===== config.mk =====
export PLATFORM = sky130hd
export DESIGN_NAME = branch_resolve_queue
export DESIGN_NICKNAME = d
export VERILOG_FILES = /design/src/rtl/bp_pkg.sv /design/src/rtl/brq_fifo.sv /design/src/rtl/branch_resolve_queue.sv
export SDC_FILE = /design/constraint.sdc
export NUM_CORES = 1
export LEC_CHECK = 0
export ABC_CLOCK_PERIOD_IN_PS = 7700
export BUFFER_PORTS_ARGS = -buffer_cell sky130_fd_sc_hd__buf_2
export CORE_MARGIN = 4
export CORE_UTILIZATION = 25
export DETAILED_ROUTE_END_ITERATION = 10
export PLACE_DENSITY_LB_ADDON = 0.05
export SYNTH_ARGS = -nofsm -noshare
export SYNTH_HDL_FRONTEND = slang
export SYNTH_SLANG_ARGS = --single-unit

===== constraint.sdc =====
create_clock -name clk -period 7.7 [get_ports clk]
set_input_delay 1.155 -clock clk [delete_from_list [all_inputs] [get_ports clk]]
set_output_delay 1.155 -clock clk [all_outputs]
set_load 0.03 [all_outputs]

===== src/rtl/bp_pkg.sv =====
// Types and constants shared by the gshare predictor and the branch resolve queue.
package bp_pkg;

  localparam int BP_ADDR_W = 8;
  localparam int BP_GHR_W  = 8;

  localparam logic [6:0] OP_BRANCH = 7'b1100011;
  localparam logic [6:0] OP_JAL    = 7'b1101111;
  localparam logic [6:0] OP_JALR   = 7'b1100111;

  typedef struct packed {
    logic [BP_ADDR_W-1:0] address;
    logic                 pred;
    logic [BP_ADDR_W-1:0] target;
    logic [BP_GHR_W-1:0]  ghr;
  } bp_entry_t;

  function automatic logic is_ctrl_op(input logic [6:0] op);
    return (op == OP_BRANCH) || (op == OP_JAL) || (op == OP_JALR);
  endfunction

endpackage


===== src/rtl/brq_fifo.sv =====
// Entry storage for the branch resolve queue: circular buffer with wrap-bit pointers
// and a single-cycle clear that empties the queue.
module brq_fifo
  import bp_pkg::*;
#(
  parameter int DEPTH = 4
) (
  input  logic                   clk,
  input  logic                   rst,
  input  logic                   clear,
  input  logic                   push,
  input  logic                   pop,
  input  bp_entry_t              wdata,
  output bp_entry_t              head,
  output logic [$clog2(DEPTH):0] count,
  output logic                   full,
  output logic                   empty
);

  localparam int IDX_W = $clog2(DEPTH);
  localparam int PTR_W = IDX_W + 1;

  bp_entry_t        mem [DEPTH];
  logic [PTR_W-1:0] head_ptr;
  logic [PTR_W-1:0] tail_ptr;

  // clear wins over any push or pop in the same cycle
  always_ff @(posedge clk or negedge rst) begin
    if (!rst) begin
      head_ptr <= '0;
      tail_ptr <= '0;
    end else if (clear) begin
      head_ptr <= '0;
      tail_ptr <= '0;
    end else begin
      if (push) tail_ptr <= tail_ptr + PTR_W'(1);
      if (pop)  head_ptr <= head_ptr + PTR_W'(1);
    end
  end

  always_ff @(posedge clk) begin
    if (push) mem[tail_ptr[IDX_W-1:0]] <= wdata;
  end

  assign head  = mem[head_ptr[IDX_W-1:0]];
  assign count = tail_ptr - head_ptr;
  assign empty = (head_ptr == tail_ptr);
  assign full  = (head_ptr[IDX_W-1:0] == tail_ptr[IDX_W-1:0]) &&
                 (head_ptr[IDX_W] != tail_ptr[IDX_W]);

endmodule


===== src/rtl/branch_resolve_queue.sv =====
// In-order branch resolution queue: trains the predictor on each resolved branch and
// flushes all younger entries with a redirect when the oldest one was mispredicted.
module branch_resolve_queue
  import bp_pkg::*;
#(
  parameter int DEPTH  = 4,
  parameter int ADDR_W = BP_ADDR_W,
  parameter int GHR_W  = BP_GHR_W
) (
  input  logic                   clk,
  input  logic                   rst,
  input  logic                   push_valid,
  output logic                   push_ready,
  input  logic [6:0]             push_opcode,
  input  logic [ADDR_W-1:0]      push_address,
  input  logic                   push_pred,
  input  logic [ADDR_W-1:0]      push_target,
  input  logic [GHR_W-1:0]       push_ghr,
  input  logic                   resolve_valid,
  input  logic                   resolve_taken,
  input  logic [ADDR_W-1:0]      resolve_target,
  output logic                   update,
  output logic [ADDR_W-1:0]      update_address,
  output logic                   branch_taken,
  output logic [GHR_W-1:0]       update_ghr,
  output logic                   flush,
  output logic [ADDR_W-1:0]      redirect_pc,
  output logic [$clog2(DEPTH):0] count,
  output logic                   empty,
  output logic                   underflow
);

  function automatic logic [ADDR_W-1:0] fallthrough_pc(input logic [ADDR_W-1:0] pc);
    return pc + ADDR_W'(4);
  endfunction

  bp_entry_t         push_entry_p0;
  bp_entry_t         head_p0;
  logic              full_p0;
  logic              empty_p0;
  logic              push_fire_p0;
  logic              vld_p0;
  logic              mispredict_p0;
  logic [ADDR_W-1:0] redirect_p0;

  logic              vld_p1;
  logic [ADDR_W-1:0] address_p1;
  logic              taken_p1;
  logic [GHR_W-1:0]  ghr_p1;
  logic              flush_p1;
  logic [ADDR_W-1:0] redirect_p1;
  logic              underflow_p1;

  // p0: accept/filter pushes, compare the head entry against the outcome
  always_comb begin
    push_entry_p0         = '0;
    push_entry_p0.address = push_address;
    push_entry_p0.pred    = push_pred;
    push_entry_p0.target  = push_target;
    push_entry_p0.ghr     = push_ghr;
  end

  assign push_ready    = ~full_p0;
  assign push_fire_p0  = push_valid & push_ready & is_ctrl_op(push_opcode);
  assign vld_p0        = resolve_valid & ~empty_p0;
  assign mispredict_p0 = vld_p0 &
                         ((resolve_taken != head_p0.pred) |
                          (resolve_taken & (resolve_target != head_p0.target)));
  assign redirect_p0   = resolve_taken ? resolve_target : fallthrough_pc(head_p0.address);

  brq_fifo #(
    .DEPTH (DEPTH)
  ) u_fifo (
    .clk   (clk),
    .rst   (rst),
    .clear (mispredict_p0),
    .push  (push_fire_p0),
    .pop   (vld_p0),
    .wdata (push_entry_p0),
    .head  (head_p0),
    .count (count),
    .full  (full_p0),
    .empty (empty_p0)
  );

  // p1: registered training and redirect outputs, one-cycle strobes
  always_ff @(posedge clk or negedge rst) begin
    if (!rst) begin
      vld_p1       <= 1'b0;
      flush_p1     <= 1'b0;
      underflow_p1 <= 1'b0;
      address_p1   <= '0;
      taken_p1     <= 1'b0;
      ghr_p1       <= '0;
      redirect_p1  <= '0;
    end else begin
      vld_p1   <= vld_p0;
      flush_p1 <= mispredict_p0;
      if (resolve_valid & empty_p0) underflow_p1 <= 1'b1;
      if (vld_p0) begin
        address_p1  <= head_p0.address;
        taken_p1    <= resolve_taken;
        ghr_p1      <= head_p0.ghr;
        redirect_p1 <= redirect_p0;
      end
    end
  end

  assign update         = vld_p1;
  assign update_address = address_p1;
  assign branch_taken   = taken_p1;
  assign update_ghr     = ghr_p1;
  assign flush          = flush_p1;
  assign redirect_pc    = redirect_p1;
  assign empty          = empty_p0;
  assign underflow      = underflow_p1;

endmodule


After elaboration in Yosys (flattened, before gate mapping). Memory sizes are Yosys's and may differ from the RTL's. Index checks and enable logic that the tools add are counted. W data, S select, Z words.

Bits in writable memories: 100. Memories: 1. Logic and storage cells: 43. Output and inout port bits: 33. Bits of input ports: 45. Flip-flop bits (word level): 34.

Memory list: u_fifo.mem (depth 4, width 25, rd ports 1, clocked after memory_dff 0, wr ports 1, RTL line brq_fifo.sv:23) `bp_entry_t mem [DEPTH];`.

Reductions and logical operators: 5. Bitwise logic cells: 9. Equality and inequality tests: 8. $add $sub $neg: 4. Mux-type cells: 7.

Operators by type and width (count): $eq A7 B7 Y1 const B (3); $mux W3 (4); $add A8 B3 Y8 const B (1); $mux W8 (1); $ne A8 B8 Y1 (1); $add A3 B1 Y3 const B (2); $and A1 B1 Y1 (6); $reduce_bool A2 Y1 (2); $eq A3 B3 Y1 (1); $sub A3 B3 Y3 (1); $eq A2 B2 Y1 (1); $logic_or A1 B1 Y1 (2); $mux W1 (2); $ne A1 B1 Y1 (2); $not A1 Y1 (2); $logic_and A1 B1 Y1 (1); $or A1 B1 Y1 (1).

Longest topological paths before layout. Gate-level depths: netlist (run 1).

Word-level depth: 7. Gate-level depth with buffers: 11. Gate-level depth less buffers: 8.

Modules after synthesis. A second synthesis (run 1) with hierarchy kept.

Cells, all modules: 317. Area total of the unflattened synthesis: 5415.2 µm².

By module, submodules not included: brq_fifo (instances 1, cells each 174, seq. area each 3153.0 µm², area an instance 4088.9 µm²); branch_resolve_queue (instances 1, cells each 143, seq. area each 700.7 µm², area an instance 1326.3 µm²).

Worst setup path before layout (run 1). No wires, ideal clock.

Kind: register -> register. Start point: register u_fifo.head_ptr[1]. End point: memory u_fifo.mem[3][0] in the netlist's numbering, enable pin. Library setup time: 386 ps. Clock period less this slack: 3354 ps. Required time: 7314 ps. Arrival: 2968 ps. Setup slack: 4346 ps. Cell stages (with the launch flop): 8. Cell sequence: dfrtp_1 -> buf_2 -> buf_1 -> inv_1 -> ha_1 -> nand3b_1 -> nor3b_1 -> and2_1.

Longest elaborated chain between the ends: 7.

Ends and longest elaborated chain: start: declaration (RTL line brq_fifo.sv:24) `logic [PTR_W-1:0] head_ptr;`; start signal: assignment (RTL line brq_fifo.sv:37) `if (pop) head_ptr <= head_ptr + PTR_W'(1);`; $eq A2 B2 Y1 (RTL line brq_fifo.sv:48) `assign full = (head_ptr[IDX_W-1:0] == tail_ptr[IDX_W-1:0]) &&`; $logic_and A1 B1 Y1 (RTL line brq_fifo.sv:48); $not A1 Y1 (RTL line branch_resolve_queue.sv:63) `assign push_ready = ~full_p0;`; named net push_ready (RTL line branch_resolve_queue.sv:13) `output logic push_ready,`; $and A1 B1 Y1 (2 in series) (RTL line branch_resolve_queue.sv:64) `assign push_fire_p0 = push_valid & push_ready & is_ctrl_op(push_opcode);`; $mux W1 (RTL line brq_fifo.sv:42) `if (push) mem[tail_ptr[IDX_W-1:0]] <= wdata;`; $mux W1 (implied by the code) (RTL line brq_fifo.sv:42); end: declaration (RTL line brq_fifo.sv:23).

The timed path passes the listed nets, and every way through them passes these cells.

Final worst setup path (run 1).
Start point: register u_fifo.head_ptr[0]. End point: output port count[2].

Longest elaborated chain between the ends: 1.

Ends and longest elaborated chain: $sub A3 B3 Y3 (RTL line brq_fifo.sv:46) `assign count = tail_ptr - head_ptr;`; end: declaration (RTL line branch_resolve_queue.sv:28) `output logic [$clog2(DEPTH):0] count,`.

Every way passes these cells.

==> impl_metrics.env, run 1 <==
export IMPL_status="finished clean"
export IMPL_drc_errors=0
export IMPL_numPortBuffers=77
export IMPL_fin_crit_sh_pct=41.5
export IMPL_start_util_pct=25.6
export IMPL_endpoint_kind="primary output"
export IMPL_wl_um=13200
export IMPL_overflow=0
export IMPL_irDropWorstVdd_mv=0.165
export IMPL_slowest_delay_ps=600
export IMPL_nNetsFinal=483
export IMPL_hold_viol=0
export IMPL_synth_xor_area_share_pct=2.26
export IMPL_sw_frac_of_total_pct=32.3
export IMPL_vias=3049
export IMPL_detail_route_vias_per_cell=4.25
export IMPL_p_seq_share_pct=36.2
export IMPL_grt_pass1_wl_um=20100
export IMPL_skew_ps=6.13
export IMPL_synth_edff_count=100
export IMPL_antenna_found_initial=0
export IMPL_synth_compound_area_share_pct=3.57
export IMPL_ys_warn_count=0
export IMPL_synth_top_cells_by_area="edfxtp_1 (55%), dfrtp_1 (16%), mux4_2 (7.5%), nand2_1 (4.3%), mux2i_1 (2.4%)"
export IMPL_die_h_um=155
export IMPL_place_area_um2=6150
export IMPL_syn_inst=339
export IMPL_synth_top_area_share_pct=55.3
export IMPL_setup_slack_ps=4510
export IMPL_synth_top_family_by_area="multiplexers"
export IMPL_layout_drive_gt1_share_pct=31.9
export IMPL_ant_nets=0
export IMPL_setup_viol=0
export IMPL_ys_seq_area_share_pct=71.0
export IMPL_grt_setup_unrepaired="false"
export IMPL_post_cts_buffers=0
export IMPL_slew_headroom_pct=44.9
export IMPL_drtPass1Iterations=4
export IMPL_cts_hold_buf=0
export IMPL_synthArstFlopShare_pct=25.4
export IMPL_crit_slowest_cell="dfrtp_2"
export IMPL_clk_pin_slew_ps=60
export IMPL_startpoint_type="flip-flop"
export IMPL_syn2layout_area_growth_pct=25.4
export IMPL_switching_power_mw=0.808
export IMPL_synth_adder_area_share_pct=2.21
export IMPL_required_ps=6550
export IMPL_cts_resized=0
export IMPL_yosysMostFrequentCell="edfxtp_1"
export IMPL_synthesis_area_um2=5430
export IMPL_coreArea_um2=21200
export IMPL_slew_viol_final=0
export IMPL_p_per_area_nw_per_um2=367
export IMPL_synth_cell_types=41
export IMPL_pwr_share_clk_pct=36.2
export IMPL_finalInstanceArea_um2=6810
export IMPL_antenna_cells=0
export IMPL_hpwlAfterDp_um=8470
export IMPL_routabilityCongestion=0.697
export IMPL_fin_tns_setup_ps=0
export IMPL_cts_tree="built"
export IMPL_synth_flop_cell="edfxtp_1"
export IMPL_min_path_type="flip-flop to flip-flop"
export IMPL_grt_start_max_net_pins=39
export IMPL_fin_crit_ps=3190
export IMPL_clockBufferDepth=2
export IMPL_path_class="flip-flop to primary output"
export IMPL_grt_pass1_vias=3334
export IMPL_leakagePower_nw=2.61
export IMPL_p_total_mw=2.50
export IMPL_yosys_area_top_type="edfxtp_1"
export IMPL_die_area_um2=24100
export IMPL_grtUsageTotal_pct=11.4
export IMPL_num_rows=53
export IMPL_clock_sinks=134
export IMPL_routedWlPerCell_um=18.4
export IMPL_io_pins=78
export IMPL_clock_root_buffer="clkbuf_16"
export IMPL_detail_route_iter0_violations=113
export IMPL_crit_fanout=14
export IMPL_timing_fmax_mhz=313
export IMPL_avgSynthCellArea_um2=16.0
export IMPL_syn_nets=393
export IMPL_pre_cts_ws_ps=4680
export IMPL_synth_seq_cells=134
export IMPL_synthTopCellsByCount="edfxtp_1 (100), nand2_1 (62), dfrtp_1 (34), mux4_2 (18), nor2_1 (14)"
export IMPL_die_w_um=155
export IMPL_crit_arrival_ps=2040
export IMPL_worst_pin_slew_ps=826
export IMPL_cap_violations=0
export IMPL_p_int_mw=1.69
export IMPL_clkLatencyLatePin_ps=410
export IMPL_cts_max_level=4
export IMPL_synthMuxAreaShare_pct=11.4
export IMPL_comb_power_share_pct=27.7
export IMPL_cts_made_buffers=17
export IMPL_path_cells="ha_1, fa_1, xnor2_1, buf_2"
export IMPL_synth_simple_area_share_pct=7.72
==> per-layer routing <==
| metal | wire (µm) | up-vias | part of all wire (%) | track usage, % |
|---|---|---|---|---|
| met1 | 5960 | 1551 | 45 | 14.6 |
| li1 | - | 1433 | - | - |
| met2 | 6620 | 52 | 50 | 18.4 |
| met4 | 155 | 0 | 1.2 | 3.50 |
| met3 | 469 | 13 | 3.6 | 3.59 |
| met5 | 0 | - | 0 | 0 |
==> placed cells by master, fill, tap and decap left out, drive strengths merged, types with 2 or more instances in the layout <==
master and instances:
and2 4, nand3 6, mux2 3, bufinv 6, ha 8, xor2 5
mux4 20, nor2 14, nand2b 2, nand2 62, edfxtp 100, xnor2 9
clkinvlp 2, clkbuf 18, clkinv 6, inv 10, a21oi 5, buf 84
dfrtp 34, o21ai 10, nor3 4, mux2i 13
==> registers in the layout, summed over array words and instances, names as in the netlist <==
| signal | flops |
|---|---|
| u_fifo.tail_ptr | 3 |
| u_fifo.mem | 100 |
| update | 1 |
| branch_taken | 1 |
| underflow | 1 |
| update_address | 8 |
| flush | 1 |
| update_ghr | 8 |
| redirect_pc | 8 |
| u_fifo.head_ptr | 3 |
==> logic make-up after synthesis <==
family | count (synthesis)
DFF | 134
and+or+nand+nor | 97
muxes | 36
AOI/OAI and AO/OA | 26
buffers and inverters | 23
xor gates and xnor gates | 14
adders and majority gates | 9
==> layout make-up <==
cell class,count,area (µm²)
Sequential cell,134,3850
Timing Repair Buffer,84,438
Inverter,10,37.5
Tap cell,275,344
Clock buffer,18,429
Multi-Input combinational cell,182,1480
Clock inverter,14,231
Fill cell,2142,14400
==> path summary, 6_finish.rpt <==
check	cells past startpoint	slack, ps	end	start
worst min register to register	1	450	underflow	underflow
worst max register to register	8	4860	redirect_pc[6]	u_fifo.head_ptr[0]
worst min-delay path	1	450	underflow	underflow
worst max-delay path	4	4510	count[2]	u_fifo.head_ptr[0]
min in group asynchronous	1	840	update_address[4]	rst
max in group asynchronous	1	6280	u_fifo.head_ptr[0]	rst
==> critical path: cells and delay by family, from the launching register on <==
kind	cells	cell delay [ps]
XOR/XNOR	1	150
buffers and inverters	1	210
adder cells (fa/ha/maj)	2	660
flip-flops	1	600
==> power groups by stage <==
stage / combinational [mW] / sequential, mW / clock (mW)
3_5_place_dp: 0.710 / 0.923 / 0
4_1_cts: 0.712 / 0.909 / 0.930
6_report: 0.693 / 0.905 / 0.905
3_3_place_gp: 0.710 / 0.922 / 0
2_1_floorplan: 0.367 / 1.04 / 0
5_1_grt: 0.765 / 0.916 / 0.961
==> per-stage QoR <==
stage	hold slack [ps]	utilization, %	instances
floorplan	530	-	339
global placement	437	29.0	685
detailed placement	443	29.0	685
CTS	456	32.1	717
global route	475	32.1	717
finish	451	32.1	717
No activity file was read; power rests on OpenSTA's default activity.
==> inputs of run 2 (changes only) <==
ABC_AREA = 1   (was not set)
ABC_CLOCK_PERIOD_IN_PS = 3100   (was 7700)
clock period = 3.1 ns   (was 7.7 ns; I/O delays follow)
==> impl_metrics.env, run 2 <==
export IMPL_p_total_mw=6.67
export IMPL_antenna_cells=0
export IMPL_leakagePower_nw=2.80
export IMPL_ant_nets=0
export IMPL_die_w_um=157
export IMPL_avgSynthCellArea_um2=11.4
export IMPL_layout_drive_gt1_share_pct=23.3
export IMPL_startpoint_type="flip-flop"
export IMPL_coreArea_um2=21900
export IMPL_clock_sinks=134
export IMPL_cts_made_buffers=17
export IMPL_cts_resized=0
export IMPL_r2r_cells=9
export IMPL_synth_flop_cell="edfxtp_1"
export IMPL_drtPass1Iterations=5
export IMPL_start_util_pct=25.4
export IMPL_fin_crit_ps=2360
export IMPL_synthesis_area_um2=5570
export IMPL_detail_route_iter0_violations=108
export IMPL_worst_pin_slew_ps=851
export IMPL_synthArstFlopShare_pct=25.4
export IMPL_cts_max_level=4
export IMPL_antenna_found_initial=0
export IMPL_routedWlPerCell_um=17.1
export IMPL_slew_viol_final=0
export IMPL_timing_fmax_mhz=423
export IMPL_synth_top_cells_by_area="edfxtp_1 (54%), dfrtp_1 (15%), nand2_1 (9.0%), nor2_1 (4.0%), nand3_1 (3.5%)"
export IMPL_crit_arrival_ps=1900
export IMPL_fin_crit_sh_pct=76.3
export IMPL_yosysMostFrequentCell="nand2_1"
export IMPL_nNetsFinal=634
export IMPL_clockBufferDepth=2
export IMPL_post_cts_buffers=0
export IMPL_grtUsageTotal_pct=12.7
export IMPL_largest_register_ff_count=100
export IMPL_overflow=0
export IMPL_fillCellCount=2246
export IMPL_setup_viol=0
export IMPL_io_pins=78
export IMPL_hold_viol=0
export IMPL_final_cells=873
export IMPL_required_ps=2630
export IMPL_slew_headroom_pct=43.3
export IMPL_grt_pass1_wl_um=22900
export IMPL_die_area_um2=24700
export IMPL_p_per_area_nw_per_um2=964
export IMPL_skew_ps=8.84
export IMPL_place_inst=841
export IMPL_die_h_um=157
export IMPL_layout_commonest_cell="nand2_1"
export IMPL_mostFrequentLayoutCells="nand2_1 (133), edfxtp_1 (100), buf_2 (77)"
export IMPL_cap_violations=0
export IMPL_cts_hold_buf=0
export IMPL_wl_um=15000
export IMPL_r2r_end="redirect_pc[6]"
export IMPL_hpwlAfterDp_um=9930
export IMPL_status="finished clean"
export IMPL_clk_pin_slew_ps=60
export IMPL_synth_top_area_share_pct=53.9
export IMPL_grt_met2_usage_pct=19.8
export IMPL_syn_nets=544
export IMPL_r2r_start="u_fifo.head_ptr[0]"
export IMPL_synth_seq_cells=134
export IMPL_clock_root_buffer="clkbuf_16"
export IMPL_num_rows=54
export IMPL_clkLatencyLatePin_ps=410
export IMPL_yosys_area_top_type="edfxtp_1"
export IMPL_numPortBuffers=77
export IMPL_syn2layout_area_growth_pct=24.2
export IMPL_grt_setup_unrepaired="false"
export IMPL_grt_pass1_vias=3805
export IMPL_busiest_layer="met2"
export IMPL_path_class="flip-flop to primary output"
export IMPL_crit_fanout=25
export IMPL_ys_warn_count=0
export IMPL_routabilityCongestion=0.759
export IMPL_drc_errors=0
export IMPL_cts_tree="built"
export IMPL_synth_cell_types=33
export IMPL_grt_start_max_net_pins=40
export IMPL_irDropWorstVdd_mv=0.332
export IMPL_endpoint_kind="primary output"
export IMPL_grtUsageMet3_pct=3.30
export IMPL_vias=3766
export IMPL_fin_tns_setup_ps=0
export IMPL_min_path_type="input port to asynchronous set/reset pin"
export IMPL_ys_seq_area_share_pct=69.2
export IMPL_ff2ff_setup_slack_ps=980
export IMPL_grtUsageMet1_pct=17.5
export IMPL_multi_input_area_um2=1500
export IMPL_regArea_um2=3850
export IMPL_detail_route_vias_per_cell=4.31
export IMPL_synth_edff_count=100
export IMPL_syn_inst=490
export IMPL_startpoint="u_fifo.head_ptr[1]"
export IMPL_synthTopCellsByCount="nand2_1 (133), edfxtp_1 (100), nor2_1 (60), nand3_1 (39), dfrtp_1 (34)"
-- run 2: changes by cell type in the layout (fill, tap and decap cells not counted), moves of 11 or more --
cell | before | now
nand2_1 | 62 | 133
nor2_1 | 14 | 56
nand3_1 | 6 | 39
mux4_2 | 18 | 0
o21ai_0 | 9 | 24
mux2i_1 | 13 | 0
inv_1 | 10 | 21
-- run 2: metal layers --
metal  vias up  part of all wire (%)
met4         0                   1.3
li1       1852                     -
met3        14                   4.9
met1      1811                    48
met2        89                    46
met5         -                     0
-- run 2: how the worst max path moves through the flow --
stage	endpoint	slack, ps
after floorplan	u_fifo.mem[0][0]	-190
after global placement	u_fifo.tail_ptr[1]	1020
after detailed placement	u_fifo.tail_ptr[1]	960
after CTS	count[2]	690
after global routing	count[2]	630
final	count[2]	740
-- run 2: cells by family after synthesis --
family	count (synthesis)	share of synthesized area [%]
and+or+nand+nor	240	17.4
DFF	134	69.2
AOI/OAI and AO/OA	53	6.02
buffers and inverters	47	4.11
adders and majority gates	9	2.16
xor gates and xnor gates	7	1.10
-- run 2: layout make-up --
cell class / instances / area share [%]
clock buffers: 19 / 6.26
repair buffers: 92 / 7.20
clock inverters: 13 / 2.64
multi-input cells: 309 / 21.7
inverters: 26 / 1.45
well taps: 280 / 5.06
flip-flops and latches: 134 / 55.7
-- run 2: power breakdown --
part / internal, mW / switching [mW]
clock network: 1.34 / 0.750
registers: 2.13 / 0.159
logic: 0.665 / 1.62
-- run 2: through the flow --
step	cell area (µm²)	utilization (%)	hold WS (ps)	setup WS, ps
CTS	6920	31.6	195	691
global route	6920	31.6	229	634
floorplan	5570	-	169	-190
finish	6920	31.6	156	736
detailed placement	6300	28.8	442	958
global placement	6300	28.8	451	1020
-- run 2: critical path: stages (launching register included) --
cell,delay (ps)
dfrtp_1,390
buf_4,270
fa_1,460
xor2_1,160
buf_2,210
==> inputs of run 3 (changes only) <==
ABC_AREA = 0   (was 1)
ABC_CLOCK_PERIOD_IN_PS = 1900   (was 3100)
clock period = 1.9 ns   (was 3.1 ns; I/O delays follow)
==> impl_metrics.env, run 3 (same netlist as run 1, synthesis figures left out) <==
export IMPL_status="complete, but fails checks"
export IMPL_failed_checks="negative setup slack"
export IMPL_routedWlPerCell_um=18.1
export IMPL_hold_depth=1
export IMPL_overflow=0
export IMPL_r2r_end="u_fifo.head_ptr[0]"
export IMPL_routabilityCongestion=0.703
export IMPL_largest_register_ff_count=100
export IMPL_slew_viol_final=0
export IMPL_grt_setup_unrepaired="true"
export IMPL_hold_viol=0
export IMPL_cts_max_level=4
export IMPL_drc_errors=0
export IMPL_fin_crit_ps=2130
export IMPL_numPortBuffers=77
export IMPL_place_area_um2=6660
export IMPL_irDropWorstVdd_mv=0.654
export IMPL_setup_slack_ps=-230
export IMPL_endpoint_kind="flip-flop"
export IMPL_clock_root_buffer="clkbuf_16"
export IMPL_coreArea_um2=21200
export IMPL_postLayoutCoreUtil_pct=35.8
export IMPL_hpwlAfterDp_um=10200
export IMPL_cts_tree="built"
export IMPL_grt_pass1_wl_um=21800
export IMPL_clkLatencyLatePin_ps=420
export IMPL_grt_pass1_vias=3717
export IMPL_whs_endpoint="u_fifo.mem[1][0]"
export IMPL_slowest_delay_ps=570
export IMPL_pre_cts_ws_ps=-368
export IMPL_cts_made_buffers=17
export IMPL_worst_hold_slack_ps=82.0
export IMPL_path_class="flip-flop to flip-flop"
export IMPL_worst_pin_slew_ps=414
export IMPL_skew_ps=4.78
export IMPL_r2r_start="u_fifo.head_ptr[0]"
export IMPL_cap_violations=0
export IMPL_nNetsFinal=543
export IMPL_slew_headroom_pct=72.4
export IMPL_vias=3255
export IMPL_crit_slowest_cell="mux4_2"
export IMPL_crit_fanout=6
export IMPL_ff2ff_setup_slack_ps=-230
export IMPL_setup_viol=115
export IMPL_crit_buf_inv=1
export IMPL_antenna_cells=0
export IMPL_leakagePower_nw=2.99
export IMPL_crit_arrival_ps=2460
export IMPL_io_pins=78
export IMPL_wl_um=14100
export IMPL_grt_start_max_net_pins=22
export IMPL_p_per_area_nw_per_um2=1430
export IMPL_syn2layout_area_growth_pct=40.0
export IMPL_timing_fmax_mhz=470
export IMPL_ant_nets=0
export IMPL_antenna_found_initial=1
export IMPL_required_ps=2230
export IMPL_worstHoldStart="push_ghr[0]"
export IMPL_layout_drive_gt1_share_pct=46.4
export IMPL_grtUsageTotal_pct=12.3
export IMPL_start_util_pct=25.6
export IMPL_mostFrequentLayoutCells="edfxtp_1 (100), buf_2 (73), nand2_1 (61)"
export IMPL_num_rows=53
export IMPL_layout_commonest_cell="edfxtp_1"
export IMPL_clk_pin_slew_ps=60
export IMPL_die_w_um=155
export IMPL_path_cells="mux4_2, xnor2_2, o2111ai_2, a2111oi_4, buf_4, nor3_2, nor3_1"
export IMPL_r2r_cells=7
export IMPL_startpoint_type="flip-flop"
export IMPL_fin_crit_sh_pct=112
export IMPL_die_h_um=155
export IMPL_min_path_type="input port to flip-flop"
export IMPL_detail_route_vias_per_cell=4.19
export IMPL_crit_family="multiplexers"
export IMPL_drtPass1Iterations=4
export IMPL_die_area_um2=24100
export IMPL_detail_route_iter0_violations=142
export IMPL_clockBufferDepth=2
export IMPL_fin_tns_setup_ps=-11240
export IMPL_clock_sinks=134
export IMPL_finalInstanceArea_um2=7610
-- run 3: cell types whose count changed in the layout (fill, tap and decap cells not counted), moves of 5 or more --
cell / before / now
a31oi_1: 8 / 0
buf_12: 0 / 11
buf_4: 15 / 47
buf_6: 0 / 11
clkbuf_8: 0 / 5
inv_1: 21 / 9
mux2i_1: 0 / 11
mux4_2: 0 / 20
nand2_1: 133 / 61
nand3_1: 39 / 4
nor2_1: 56 / 13
nor2_2: 8 / 0
o21ai_0: 24 / 4
xnor2_2: 0 / 6
-- run 3: where the power goes --
part	leakage, nW	switching [mW]	internal (mW)	total (mW)
Combinational	1.36	2.10	1.66	3.76
Sequential	1.32	0.190	3.45	3.64
Clock	0.303	1.25	2.25	3.50
-- run 3: stage by stage --
step / power, mW / instances
3_5_place_dp: 7.04 / 731
3_3_place_gp: 7.04 / 731
2_1_floorplan: 5.82 / 339
6_report: 10.9 / 777
4_1_cts: 11.0 / 771
5_1_grt: 11.5 / 777
-- run 3: cell type report --
type,count,area [µm²]
Clock buffer,23,498
Inverter,10,40.0
Fill cell,2075,13600
Sequential cell,134,3860
Clock inverter,9,139
Tap cell,275,344
Multi-Input combinational cell,182,1640
Timing Repair Buffer,144,1090
-- run 3: worst max-delay path by stage --
stage                             startpoint            endpoint  cells after the start
final                     u_fifo.head_ptr[0]  u_fifo.head_ptr[0]                      7
after global routing      u_fifo.head_ptr[0]  u_fifo.head_ptr[0]                      7
after CTS                 u_fifo.head_ptr[0]  u_fifo.head_ptr[1]                      6
after detailed placement  u_fifo.head_ptr[0]  u_fifo.head_ptr[1]                      6
after global placement    u_fifo.head_ptr[0]  u_fifo.head_ptr[1]                      6
after floorplan           u_fifo.head_ptr[1]    u_fifo.mem[3][0]                      7
-- run 3: metal layers --
layer,track usage [%],up-vias,wire (µm)
li1,-,1550,-
met5,0,-,13
met3,3.50,17,617
met1,15.7,1615,6260
met2,20.2,71,7000
met4,4.00,2,193
-- run 3: repair_timing --
action,CTS,global route
buffers inserted,7,7
endpoints found under the setup margin,134,135
gates resized for setup,38,14
hold endpoints to repair,13,0
pin swaps,12,6
hold buffers,1,0
